**src/rtl/multicycle_pkg.sv**
```systemverilog
// rtl/multicycle_pkg.sv - state, opcode and select encodings plus per-state control decode
package multicycle_pkg;

    typedef enum logic [3:0] {
        FETCH     = 4'd0,
        DECODE    = 4'd1,
        MEM_ADDR  = 4'd2,
        MEM_READ  = 4'd3,
        MEM_WB    = 4'd4,
        MEM_WRITE = 4'd5,
        EXECUTE   = 4'd6,
        ALU_WB    = 4'd7,
        BRANCH    = 4'd8,
        JUMP      = 4'd9,
        ADDI_EX   = 4'd10,
        ADDI_WB   = 4'd11,
        TRAP      = 4'd12
    } stateT;

    localparam logic [5:0] OP_RTYPE = 6'b000000;
    localparam logic [5:0] OP_LW    = 6'b100011;
    localparam logic [5:0] OP_SW    = 6'b101011;
    localparam logic [5:0] OP_BEQ   = 6'b000100;
    localparam logic [5:0] OP_J     = 6'b000010;
    localparam logic [5:0] OP_ADDI  = 6'b001000;

    typedef enum logic [1:0] {ALU_ADD = 2'b00, ALU_SUB = 2'b01, ALU_FUNCT = 2'b10} aluOpT;
    typedef enum logic [1:0] {SRCB_REG = 2'b00, SRCB_FOUR = 2'b01, SRCB_IMM = 2'b10, SRCB_IMM_SH2 = 2'b11} srcBT;
    typedef enum logic [1:0] {PCSRC_ALU = 2'b00, PCSRC_ALUOUT = 2'b01, PCSRC_JUMP = 2'b10} pcSrcT;

    typedef struct packed {
        logic  pcWrite;
        logic  pcWriteCond;
        logic  iOrD;
        logic  memRead;
        logic  memWrite;
        logic  memToReg;
        logic  regDst;
        logic  regWrite;
        logic  aluSrcA;
        srcBT  aluSrcB;
        aluOpT aluOp;
        pcSrcT pcSource;
        logic  fetch;
        logic  trap;
    } ctrlT;

    function automatic ctrlT ctrlFor(input stateT s);
        ctrlT c;
        c = '0;
        case (s)
            FETCH:     begin c.memRead = 1'b1; c.aluSrcB = SRCB_FOUR; c.fetch = 1'b1; end
            DECODE:    c.aluSrcB = SRCB_IMM_SH2;
            MEM_ADDR:  begin c.aluSrcA = 1'b1; c.aluSrcB = SRCB_IMM; end
            MEM_READ:  begin c.memRead = 1'b1; c.iOrD = 1'b1; end
            MEM_WB:    begin c.regWrite = 1'b1; c.memToReg = 1'b1; end
            MEM_WRITE: begin c.memWrite = 1'b1; c.iOrD = 1'b1; end
            EXECUTE:   begin c.aluSrcA = 1'b1; c.aluOp = ALU_FUNCT; end
            ALU_WB:    begin c.regWrite = 1'b1; c.regDst = 1'b1; end
            BRANCH:    begin
                c.aluSrcA = 1'b1; c.aluOp = ALU_SUB;
                c.pcWriteCond = 1'b1; c.pcSource = PCSRC_ALUOUT;
            end
            JUMP:      begin c.pcWrite = 1'b1; c.pcSource = PCSRC_JUMP; end
            ADDI_EX:   begin c.aluSrcA = 1'b1; c.aluSrcB = SRCB_IMM; end
            ADDI_WB:   c.regWrite = 1'b1;
            TRAP:      c.trap = 1'b1;
            default:   c.trap = 1'b1;
        endcase
        return c;
    endfunction

    function automatic stateT nextState(input stateT s, input logic [5:0] op,
                                        input logic ready, input logic timeout);
        stateT n;
        case (s)
            FETCH:     n = ready ? DECODE : (timeout ? TRAP : FETCH);
            DECODE: begin
                case (op)
                    OP_LW, OP_SW: n = MEM_ADDR;
                    OP_RTYPE:     n = EXECUTE;
                    OP_BEQ:       n = BRANCH;
                    OP_J:         n = JUMP;
                    OP_ADDI:      n = ADDI_EX;
                    default:      n = TRAP;
                endcase
            end
            MEM_ADDR:  n = (op == OP_LW) ? MEM_READ : MEM_WRITE;
            MEM_READ:  n = ready ? MEM_WB : (timeout ? TRAP : MEM_READ);
            MEM_WRITE: n = ready ? FETCH : (timeout ? TRAP : MEM_WRITE);
            EXECUTE:   n = ALU_WB;
            ADDI_EX:   n = ADDI_WB;
            MEM_WB, ALU_WB, ADDI_WB, BRANCH, JUMP: n = FETCH;
            default:   n = TRAP;
        endcase
        return n;
    endfunction

endpackage

```
**src/rtl/multicycle_control_if.sv**
```systemverilog
// rtl/multicycle_control_if.sv - controller <-> datapath control bundle
interface multicycle_control_if;
    logic [5:0] opcode;
    logic [5:0] funct;
    logic       zero;
    logic       mem_ready;
    logic       pc_write;
    logic       pc_write_cond;
    logic       i_or_d;
    logic       mem_read;
    logic       mem_write;
    logic       ir_write;
    logic       mem_to_reg;
    logic       reg_dst;
    logic       reg_write;
    logic       alu_src_a;
    logic [1:0] alu_src_b;
    logic [1:0] alu_op;
    logic [1:0] pc_source;
    logic       illegal_op;
    logic [3:0] state_dbg;

    modport master (
        input  opcode, funct, zero, mem_ready,
        output pc_write, pc_write_cond, i_or_d, mem_read, mem_write, ir_write,
               mem_to_reg, reg_dst, reg_write, alu_src_a, alu_src_b, alu_op,
               pc_source, illegal_op, state_dbg
    );

    modport slave (
        output opcode, funct, zero, mem_ready,
        input  pc_write, pc_write_cond, i_or_d, mem_read, mem_write, ir_write,
               mem_to_reg, reg_dst, reg_write, alu_src_a, alu_src_b, alu_op,
               pc_source, illegal_op, state_dbg
    );
endinterface

```
**src/rtl/mc_stall_timer.sv**
```systemverilog
// rtl/mc_stall_timer.sv - counts consecutive memory-wait cycles and flags a stall timeout
module mc_stall_timer #(
    parameter int STALL_LIMIT = 0
) (
    input  logic clk,
    input  logic rst_n,
    input  logic waiting,
    input  logic memReady,
    output logic timeout
);
    localparam int CW = (STALL_LIMIT > 1) ? $clog2(STALL_LIMIT) : 1;

    logic [CW-1:0] stallCnt;
    logic          stalled;

    assign stalled = waiting && !memReady;

    // Leaving a wait state needs mem_ready or a trap, so clearing on !stalled covers state changes.
    always_ff @(posedge clk or negedge rst_n) begin
        if (!rst_n) begin
            stallCnt <= '0;
        end else if (!stalled) begin
            stallCnt <= '0;
        end else if (!timeout) begin
            stallCnt <= stallCnt + 1'b1;
        end
    end

    generate
        if (STALL_LIMIT > 0) begin : gLimit
            // stallCnt holds prior stalled cycles; this cycle is the STALL_LIMIT-th one.
            assign timeout = stalled && (stallCnt == CW'(STALL_LIMIT - 1));
        end else begin : gNoLimit
            assign timeout = 1'b0;
        end
    endgenerate
endmodule

```
**src/rtl/multicycle_control.sv**
```systemverilog
// rtl/multicycle_control.sv - multicycle main controller FSM with memory stall trap
// Optional MULTICYCLE_PERF_CNT_EN adds cycle_cnt / instr_cnt outputs.
module multicycle_control
    import multicycle_pkg::*;
#(
    parameter int STALL_LIMIT = 0,
    parameter int CNT_W       = 32
) (
    input  logic                 clk,
    input  logic                 rst_n,
    multicycle_control_if.master bus
`ifdef MULTICYCLE_PERF_CNT_EN
    ,
    output logic [CNT_W-1:0]     cycle_cnt,
    output logic [CNT_W-1:0]     instr_cnt
`endif
);
    stateT state;
    stateT nextSt;
    ctrlT  ctrl;
    logic  waiting;
    logic  timeout;
    logic  fetchDone;
    logic  unusedInputs;

    assign unusedInputs = ^{bus.funct, bus.zero};
    assign waiting      = state inside {FETCH, MEM_READ, MEM_WRITE};

    mc_stall_timer #(.STALL_LIMIT(STALL_LIMIT)) uStall (
        .clk      (clk),
        .rst_n    (rst_n),
        .waiting  (waiting),
        .memReady (bus.mem_ready),
        .timeout  (timeout)
    );

    assign nextSt = nextState(state, bus.opcode, bus.mem_ready, timeout);

    // Outputs are decoded from the next state so they register alongside it.
    always_ff @(posedge clk or negedge rst_n) begin
        if (!rst_n) begin
            state <= FETCH;
            ctrl  <= ctrlFor(FETCH);
        end else begin
            state <= nextSt;
            ctrl  <= ctrlFor(nextSt);
        end
    end

    // Fetch completion follows mem_ready within the cycle; rst_n gates requests during reset.
    assign fetchDone         = ctrl.fetch & bus.mem_ready & rst_n;
    assign bus.pc_write      = ctrl.pcWrite | fetchDone;
    assign bus.ir_write      = fetchDone;
    assign bus.mem_read      = ctrl.memRead & rst_n;
    assign bus.pc_write_cond = ctrl.pcWriteCond;
    assign bus.i_or_d        = ctrl.iOrD;
    assign bus.mem_write     = ctrl.memWrite;
    assign bus.mem_to_reg    = ctrl.memToReg;
    assign bus.reg_dst       = ctrl.regDst;
    assign bus.reg_write     = ctrl.regWrite;
    assign bus.alu_src_a     = ctrl.aluSrcA;
    assign bus.alu_src_b     = ctrl.aluSrcB;
    assign bus.alu_op        = ctrl.aluOp;
    assign bus.pc_source     = ctrl.pcSource;
    assign bus.illegal_op    = ctrl.trap;
    assign bus.state_dbg     = state;

`ifdef MULTICYCLE_PERF_CNT_EN
    always_ff @(posedge clk or negedge rst_n) begin
        if (!rst_n) begin
            cycle_cnt <= '0;
            instr_cnt <= '0;
        end else begin
            if (state != TRAP) begin
                cycle_cnt <= cycle_cnt + 1'b1;
            end
            if (nextSt == FETCH && state != FETCH) begin
                instr_cnt <= instr_cnt + 1'b1;
            end
        end
    end
`else
    localparam int unusedCntW = CNT_W;
`endif
endmodule

```
**src/flat_wrapper.sv**
```systemverilog
// flat-port wrapper written by rule: the top's interface ports become plain ports
module multicycle_control_flat import multicycle_pkg::*;
#(
    parameter int STALL_LIMIT = 0,
    parameter int CNT_W       = 32
)
  (clk, rst_n, bus_opcode, bus_funct, bus_zero, bus_mem_ready, bus_pc_write, bus_pc_write_cond, bus_i_or_d, bus_mem_read, bus_mem_write, bus_ir_write, bus_mem_to_reg, bus_reg_dst, bus_reg_write, bus_alu_src_a, bus_alu_src_b, bus_alu_op, bus_pc_source, bus_illegal_op, bus_state_dbg);
  multicycle_control_if bus_i ();
  input  logic clk;
  input  logic rst_n;
  input wire logic [$bits(bus_i.opcode)-1:0] bus_opcode;
  input wire logic [$bits(bus_i.funct)-1:0] bus_funct;
  input wire logic [$bits(bus_i.zero)-1:0] bus_zero;
  input wire logic [$bits(bus_i.mem_ready)-1:0] bus_mem_ready;
  output wire logic [$bits(bus_i.pc_write)-1:0] bus_pc_write;
  output wire logic [$bits(bus_i.pc_write_cond)-1:0] bus_pc_write_cond;
  output wire logic [$bits(bus_i.i_or_d)-1:0] bus_i_or_d;
  output wire logic [$bits(bus_i.mem_read)-1:0] bus_mem_read;
  output wire logic [$bits(bus_i.mem_write)-1:0] bus_mem_write;
  output wire logic [$bits(bus_i.ir_write)-1:0] bus_ir_write;
  output wire logic [$bits(bus_i.mem_to_reg)-1:0] bus_mem_to_reg;
  output wire logic [$bits(bus_i.reg_dst)-1:0] bus_reg_dst;
  output wire logic [$bits(bus_i.reg_write)-1:0] bus_reg_write;
  output wire logic [$bits(bus_i.alu_src_a)-1:0] bus_alu_src_a;
  output wire logic [$bits(bus_i.alu_src_b)-1:0] bus_alu_src_b;
  output wire logic [$bits(bus_i.alu_op)-1:0] bus_alu_op;
  output wire logic [$bits(bus_i.pc_source)-1:0] bus_pc_source;
  output wire logic [$bits(bus_i.illegal_op)-1:0] bus_illegal_op;
  output wire logic [$bits(bus_i.state_dbg)-1:0] bus_state_dbg;
  assign bus_i.opcode = bus_opcode;
  assign bus_i.funct = bus_funct;
  assign bus_i.zero = bus_zero;
  assign bus_i.mem_ready = bus_mem_ready;
  assign bus_pc_write = bus_i.pc_write;
  assign bus_pc_write_cond = bus_i.pc_write_cond;
  assign bus_i_or_d = bus_i.i_or_d;
  assign bus_mem_read = bus_i.mem_read;
  assign bus_mem_write = bus_i.mem_write;
  assign bus_ir_write = bus_i.ir_write;
  assign bus_mem_to_reg = bus_i.mem_to_reg;
  assign bus_reg_dst = bus_i.reg_dst;
  assign bus_reg_write = bus_i.reg_write;
  assign bus_alu_src_a = bus_i.alu_src_a;
  assign bus_alu_src_b = bus_i.alu_src_b;
  assign bus_alu_op = bus_i.alu_op;
  assign bus_pc_source = bus_i.pc_source;
  assign bus_illegal_op = bus_i.illegal_op;
  assign bus_state_dbg = bus_i.state_dbg;
  multicycle_control #(.STALL_LIMIT(STALL_LIMIT), .CNT_W(CNT_W)) u_core (.clk(clk), .rst_n(rst_n), .bus(bus_i));
endmodule
```
**config.mk**
```make
export PLATFORM = sky130hd
export DESIGN_NAME = multicycle_control_flat
export DESIGN_NICKNAME = d
export VERILOG_FILES = /design/src/rtl/multicycle_pkg.sv /design/src/rtl/multicycle_control_if.sv /design/src/rtl/mc_stall_timer.sv /design/src/rtl/multicycle_control.sv /design/src/flat_wrapper.sv
export SDC_FILE = /design/constraint.sdc
export NUM_CORES = 1
export LEC_CHECK = 0
export BUFFER_PORTS_ARGS = -buffer_cell sky130_fd_sc_hd__buf_4
export CAP_MARGIN = 20
export CORE_MARGIN = 3
export CORE_UTILIZATION = 43
export DETAILED_ROUTE_END_ITERATION = 6
export GPL_TIMING_DRIVEN = 0
export PLACE_DENSITY = 0.74
export REMOVE_ABC_BUFFERS = 1
export SLEW_MARGIN = 15
export SYNTH_ARGS = -nofsm -noshare
export SYNTH_HDL_FRONTEND = slang
export SYNTH_SLANG_ARGS = --single-unit
export TNS_END_PERCENT = 1
```
**constraint.sdc**
```tcl
create_clock -name clk -period 1.9 [get_ports clk]
set_clock_uncertainty 0.15 [all_clocks]
set_input_delay 0.095 -clock clk [delete_from_list [all_inputs] [get_ports clk]]
set_output_delay 0.095 -clock clk [all_outputs]
set_load 0.03 [all_outputs]
```
# [Word level (Yosys, flattened, before mapping)]
# Cells that the tools add are included.
[totals] reg_bits=21 input_bits=16 out_inout_bits=21 wordCells=77
[classes] eq_ne=27 n_mux=20 bitwise_logic=4 reduce_logical=11
[ops] op="$eq 4x3->1 const B" count=8
[ops] op="$eq 4x4->1 const B" count=8
[ops] op="$pmux 4 s8" count=1
[ops] op="$pmux 4 s5" count=1
[ops] op="$eq 4x2->1 const B" count=4
[ops] op="$eq 6x6->1 const B" count=2
[ops] op="$mux 1" count=12
[ops] op="$reduce_or 12->1" count=1
[ops] op="$mux 3" count=3
[ops] op="$eq 4x1->1 const B" count=2
[ops] op="$logic_not 4->1" count=2
[ops] op="$pmux 2 s2" count=2
[ops] op="$reduce_or 2->1" count=4
[ops] op="$eq 6x2->1 const B" count=1
[ops] op="$eq 6x3->1 const B" count=1
[ops] op="$eq 6x4->1 const B" count=1
[ops] op="$logic_not 6->1" count=1
[ops] op="$pmux 2 s3" count=1
[ops] op="$reduce_or 5->1" count=1
[ops] op="$reduce_or 4->1" count=1
[ops] op="$and 1x1->1" count=3
[ops] op="$reduce_or 3->1" count=1
[ops] op="$or 1x1->1" count=1

# [Longest topological paths before layout]
[logic_depth] word_depth=7 ltp_mapped=7 mapped_depth_nobuf=5

# [Modules after synthesis]
# From an unflattened synthesis, not the netlist that was laid out.
[hier_totals] hier_cells=114 area_unflattened_um2=1153.6
[by_module_without_submodules] module="multicycle_control" instances=1 cells_each=112 area_each_um2=1142.3 seq_area_each_um2=479.2
[by_module_without_submodules] module="mc_stall_timer" instances=1 cells_each=2 area_each_um2=11.3 seq_area_each_um2=0.0

# [Worst setup path after synthesis]
# OpenSTA, ideal clock, no wires.
[synth_path] kind="register to register" startpoint="reg u_core.state[2], in the netlist u_core.bus.state_dbg[2]" endpoint="reg u_core.ctrl, in the netlist u_core.bus.i_or_d" setup_ns=0.120 arrival_time_ns=1.900 required_ns=1.630 slack_ns=-0.270 stages_incl_launch_ff=7 path_buffers=1 period_less_slack_ns=2.170 cell_sequence="dfrtp_1 > buf_2 > nor4b_1 > o211ai_1 > o221ai_1 > nor2_1 > a31o_2"
[synth_via] elab_chain_cells=6 word_cells_on_any_way=18 cone_classes="eq/ne (13); mux (2); reduce/logical (3)"
[synth_rtl] item="start, declared" line="multicycle_control.sv:18" text="stateT state;"
[synth_rtl] item="start signal, assigned" line="multicycle_control.sv:45" text="state <= nextSt;"
[synth_rtl] item="$eq 4x3->1 / $eq 4x4->1 (equally long branches)" line="multicycle_pkg.sv:76" text="case (s)"
[synth_rtl] item="$reduce_or 5->1" line="multicycle_pkg.sv:76"
[synth_rtl] item="$pmux 4 s8 *" line="multicycle_pkg.sv:76"
[synth_rtl] item="named net u_core.nextSt[1]" line="multicycle_control.sv:19" text="stateT nextSt;"
[synth_rtl] item="$eq 4x2->1 / $eq 4x3->1 (equally long branches)" line="multicycle_pkg.sv:51" text="case (s)"
[synth_rtl] item="$reduce_or 2->1 (no source line) *"
[synth_rtl] item="$mux 1 *" line="multicycle_pkg.sv:51"
[synth_rtl] item="end signal, assigned" line="multicycle_control.sv:43" text="ctrl <= ctrlFor(FETCH);"
[synth_rtl] item="end signal, assigned" line="multicycle_control.sv:46" text="ctrl <= ctrlFor(nextSt);"
[synth_rtl] item="end, declared" line="multicycle_control.sv:20" text="ctrlT ctrl;"
# Mark *: on every way through the listed nets, which the timed path passes. The rest lies on a longest branch.

# [Worst setup path after layout]
[layout_path] startpoint="reg u_core.state[2], in the netlist u_core.bus.state_dbg[2]" endpoint="reg u_core.ctrl, in the netlist u_core.bus.alu_src_a"
[layout_via] elab_chain_cells=6 word_cells_on_any_way=20 cone_classes="eq/ne (15); mux (2); reduce/logical (3)"
[layout_rtl] item="$eq 4x3->1 / $eq 4x4->1 (equally long branches)" line="multicycle_pkg.sv:76"
[layout_rtl] item="$reduce_or 5->1" line="multicycle_pkg.sv:76"
[layout_rtl] item="$pmux 4 s8 *" line="multicycle_pkg.sv:76"
[layout_rtl] item="$eq 4x2->1, or another cell as far along" line="multicycle_pkg.sv:51"
[layout_rtl] item="$reduce_or 4->1 (no source line) *"
[layout_rtl] item="$mux 1 *" line="multicycle_pkg.sv:51"
# Every way passes the cells marked *; elsewhere a longest branch is shown, timed or not.

==> flow_metrics.py <==
metrics = {
    "critical_path": {
        "critPathCaptureType": "flip-flop",
        "cp_max_fo": 11,
        "cp_data_arrival_time_ns": 1.91,
        "reg2reg_slack_ns": 0.02,
        "critPathLaunch": "u_core.bus.state_dbg[2]$_DFF_PN0_",
        "cp_slowest_cell": "dfrtp_2",
        "crit_chain": "inv_1 > o22ai_1 > o21ai_0 > nand3_2 > o31ai_1",
        "critPathCapture": "u_core.bus.alu_src_a$_DFF_PN0_",
        "crit_type": "reg2reg",
        "max_stage_delay_ns": 0.49,
        "r2r_start": "u_core.bus.state_dbg[2]$_DFF_PN0_",
        "worst_setup_path_start_kind": "flip-flop",
        "reg2reg_depth": 5,
        "required_ns": 1.94,
        "reg2reg_to": "u_core.bus.alu_src_a$_DFF_PN0_",
    },
    "yosys": {
        "syn-cell-area_um2": 980,
        "seq_area_frac_synth": 0.489,
        "yosysMostFrequentCell": "dfrtp_1",
        "ys_types": 39,
        "synth-async-reset-ratio": 1.00,
        "synth_area_leaders": "dfrtp_1 41%, dfstp_2 8.0%, buf_4 4.6%, nor3_1 3.1%, nor4b_1 2.7%",
        "yosysWarnings": 0,
        "postSynthCellCount": 98,
        "synth_flop_cell": "dfrtp_1",
        "synth_common_cells": "16 x dfrtp_1, 6 x buf_4, 6 x nor2_1, 6 x nor3_1",
        "post_synth.cell_area_avg_um2": 10.0,
        "yosys.area.top_type": "dfrtp_1",
        "synth_edf_count": 0,
        "synth_seq_cells": 19,
        "synth_top_area_frac": 0.409,
    },
    "clock_network": {
        "hold_buffers": 3,
        "tritoncts": "yes",
        "cts_buffer_depth": 2,
        "cts_max_level": 1,
        "root_buffer": "clkbuf_4",
        "clock-sinks": 19,
        "cts_buffers": 3,
        "clock_latency_ns": 0.29,
        "clk_pin_slew_worst_paths_ns": 0.10,
    },
    "power_and_ir_drop": {
        "vdd_ir_drop_max_mv": 0.860,
        "p_seq_frac": 0.345,
        "total_power_w": 0.00189,
        "p_int_w": 0.00106,
        "power_leakage_nw": 0.623,
        "power.density_nw_per_um2": 1410,
        "combPwrFrac": 0.555,
        "clkPwrFrac": 0.100,
        "switchingPower_w": 0.000826,
        "swShare": 0.438,
    },
    "place": {
        "dp.cells": 142,
        "io_buffer_count": 29,
        "post-dp-hpwl_um": 1450,
        "routabilityCongestion": 0.793,
    },
    "sta": {
        "finalHoldViolations": 2,
        "finalSetupViolCount": 0,
        "clock.fmax_mhz": 533,
        "period_share": 0.987,
        "slew_headroom": 0.555,
        "fin_tns_setup_ns": 0,
        "rsz0062_at_grt": "yes",
        "worst_pin_slew_ns": 0.658,
        "holdWs_ns": -0.0279,
        "finalMaxSlewViolations": 0,
        "period_minus_slack_ns": 1.88,
    },
    "outcome": {
        "outcome": "finished with violations",
        "violations": "negative hold slack",
    },
    "global_routing": {
        "grt_start_max_net_pins": 22,
        "track_usage": 0.156,
        "grt_overflow": 0,
        "antenna_found_initial": 0,
        "grt_pass1_wl_um": 3240,
        "grt_pass1_vias": 728,
    },
    "floorplan": {
        "ios": 37,
        "dieArea_um2": 2890,
        "start_util": 0.475,
        "die_y_um": 53.7,
        "die_w_um": 53.7,
        "num_rows": 16,
        "core_area_um2": 2060,
    },
    "min_path": {
        "hold_path_startpoint": "bus_opcode[4]",
        "hold_path_class": "in2reg",
        "hold_depth": 3,
    },
    "final_layout": {
        "fillers": 163,
        "syn2layout_area_growth_pct": 36.1,
        "largest_reg_flops": 4,
        "fin_util": 0.647,
        "nets": 146,
        "fin_cells": 156,
        "drive_gt1_frac": 0.465,
        "diodes": 0,
    },
    "drt": {
        "drtAntennaViolNets": 0,
        "drc": 0,
        "drtPass1Iterations": 4,
        "routedWlPerCell_um": 14.3,
        "vias": 850,
        "drt_iter0_drc": 14,
        "viasPerCell": 5.45,
        "routed_wl_um": 2220,
    },
    "job": {
        "maxCapViolCount": 0,
    },
}
cell families after synthesis:
logic type | after synthesis | share of synthesized area
xor+xnor | 2 | 0.0179
simple gates | 39 | 0.236
buf+inv | 16 | 0.0856
flops | 19 | 0.489
compound gates | 22 | 0.171
layout make-up:
type / instances / area (um^2) / area share
Sequential cell: 19 / 484 / 0.363
Multi-Input combinational cell: 63 / 477 / 0.357
Inverter: 4 / 15.0 / 0.0113
Clock buffer: 4 / 26.3 / 0.0197
Timing Repair Buffer: 39 / 298 / 0.223
Tap cell: 27 / 33.8 / 0.0253
through the flow:
step	instance area, um^2	setup slack, ns
3_5_place_dp	1160	-0.498
2_1_floorplan	911	-0.235
5_1_grt	1330	-0.0929
4_1_cts	1270	0.000105
6_report	1330	0.0247
3_3_place_gp	1160	-0.467
metal layers:
metal | vias up | track usage | part of all wire
met2 | 31 | 0.266 | 0.53
li1 | 414 | - | -
met3 | 4 | 0.0554 | 0.070
met1 | 401 | 0.180 | 0.39
met4 | 0 | 0.0511 | 0.011
met5 | - | 0 | 0
worst max-delay path, delay by kind of cell, from the launching register on:
kind / cells / cell delay [ns]
compound gates: 3 / 0.70
buf+inv: 1 / 0.17
flops: 1 / 0.49
simple gates: 1 / 0.26
how the worst min path moves through the flow:
stage                                        end  slack [ns]
3_5_place_dp      u_core.bus.reg_write$_DFF_PN0_       -0.17
3_3_place_gp        u_core.bus.reg_dst$_DFF_PN0_       -0.17
4_1_cts                u_core.ctrl[16]$_DFF_PN0_       -0.03
2_1_floorplan     u_core.bus.alu_op[1]$_DFF_PN0_       -0.35
6_report       u_core.bus.pc_source[1]$_DFF_PN0_       -0.03
5_1_grt                u_core.ctrl[16]$_DFF_PN0_       -0.03
power by group through the flow:
| stage | Combinational, W | Clock [W] | Sequential, W |
|---|---|---|---|
| 2_1_floorplan | 0.000395 | 0 | 0.000852 |
| 3_3_place_gp | 0.000894 | 0 | 0.000646 |
| 3_5_place_dp | 0.000907 | 0 | 0.000656 |
| 4_1_cts | 0.000941 | 0.000193 | 0.000662 |
| 5_1_grt | 0.00112 | 0.000220 | 0.000665 |
| 6_report | 0.00105 | 0.000188 | 0.000652 |
repair_timing:
| item | in CTS | in global routing |
|---|---|---|
| buffers inserted | 1 | 6 |
| setup endpoints to repair | 14 | 10 |
| gates resized for setup | 8 | 5 |
| hold endpoints to repair | 22 | 2 |
| pin swaps | 1 | 6 |
cell usage in the layout, fill, tap and decap left out, drive strengths merged, types with 2 or more instances in the layout:
master,count
dlygate4sd3,3
a21oi,3
nand2b,2
and3,3
and2,2
nand2,4
nor4b,3
nor2,6
dfstp,3
clkbuf,5
dfrtp,16
nor2b,2
o31ai,2
inv,4
o211ai,2
a211oi,2
buf,35
or2,2
nor3,6
nand3,3
o21ai,6
Note: power is estimated with default switching activity, not from simulation.
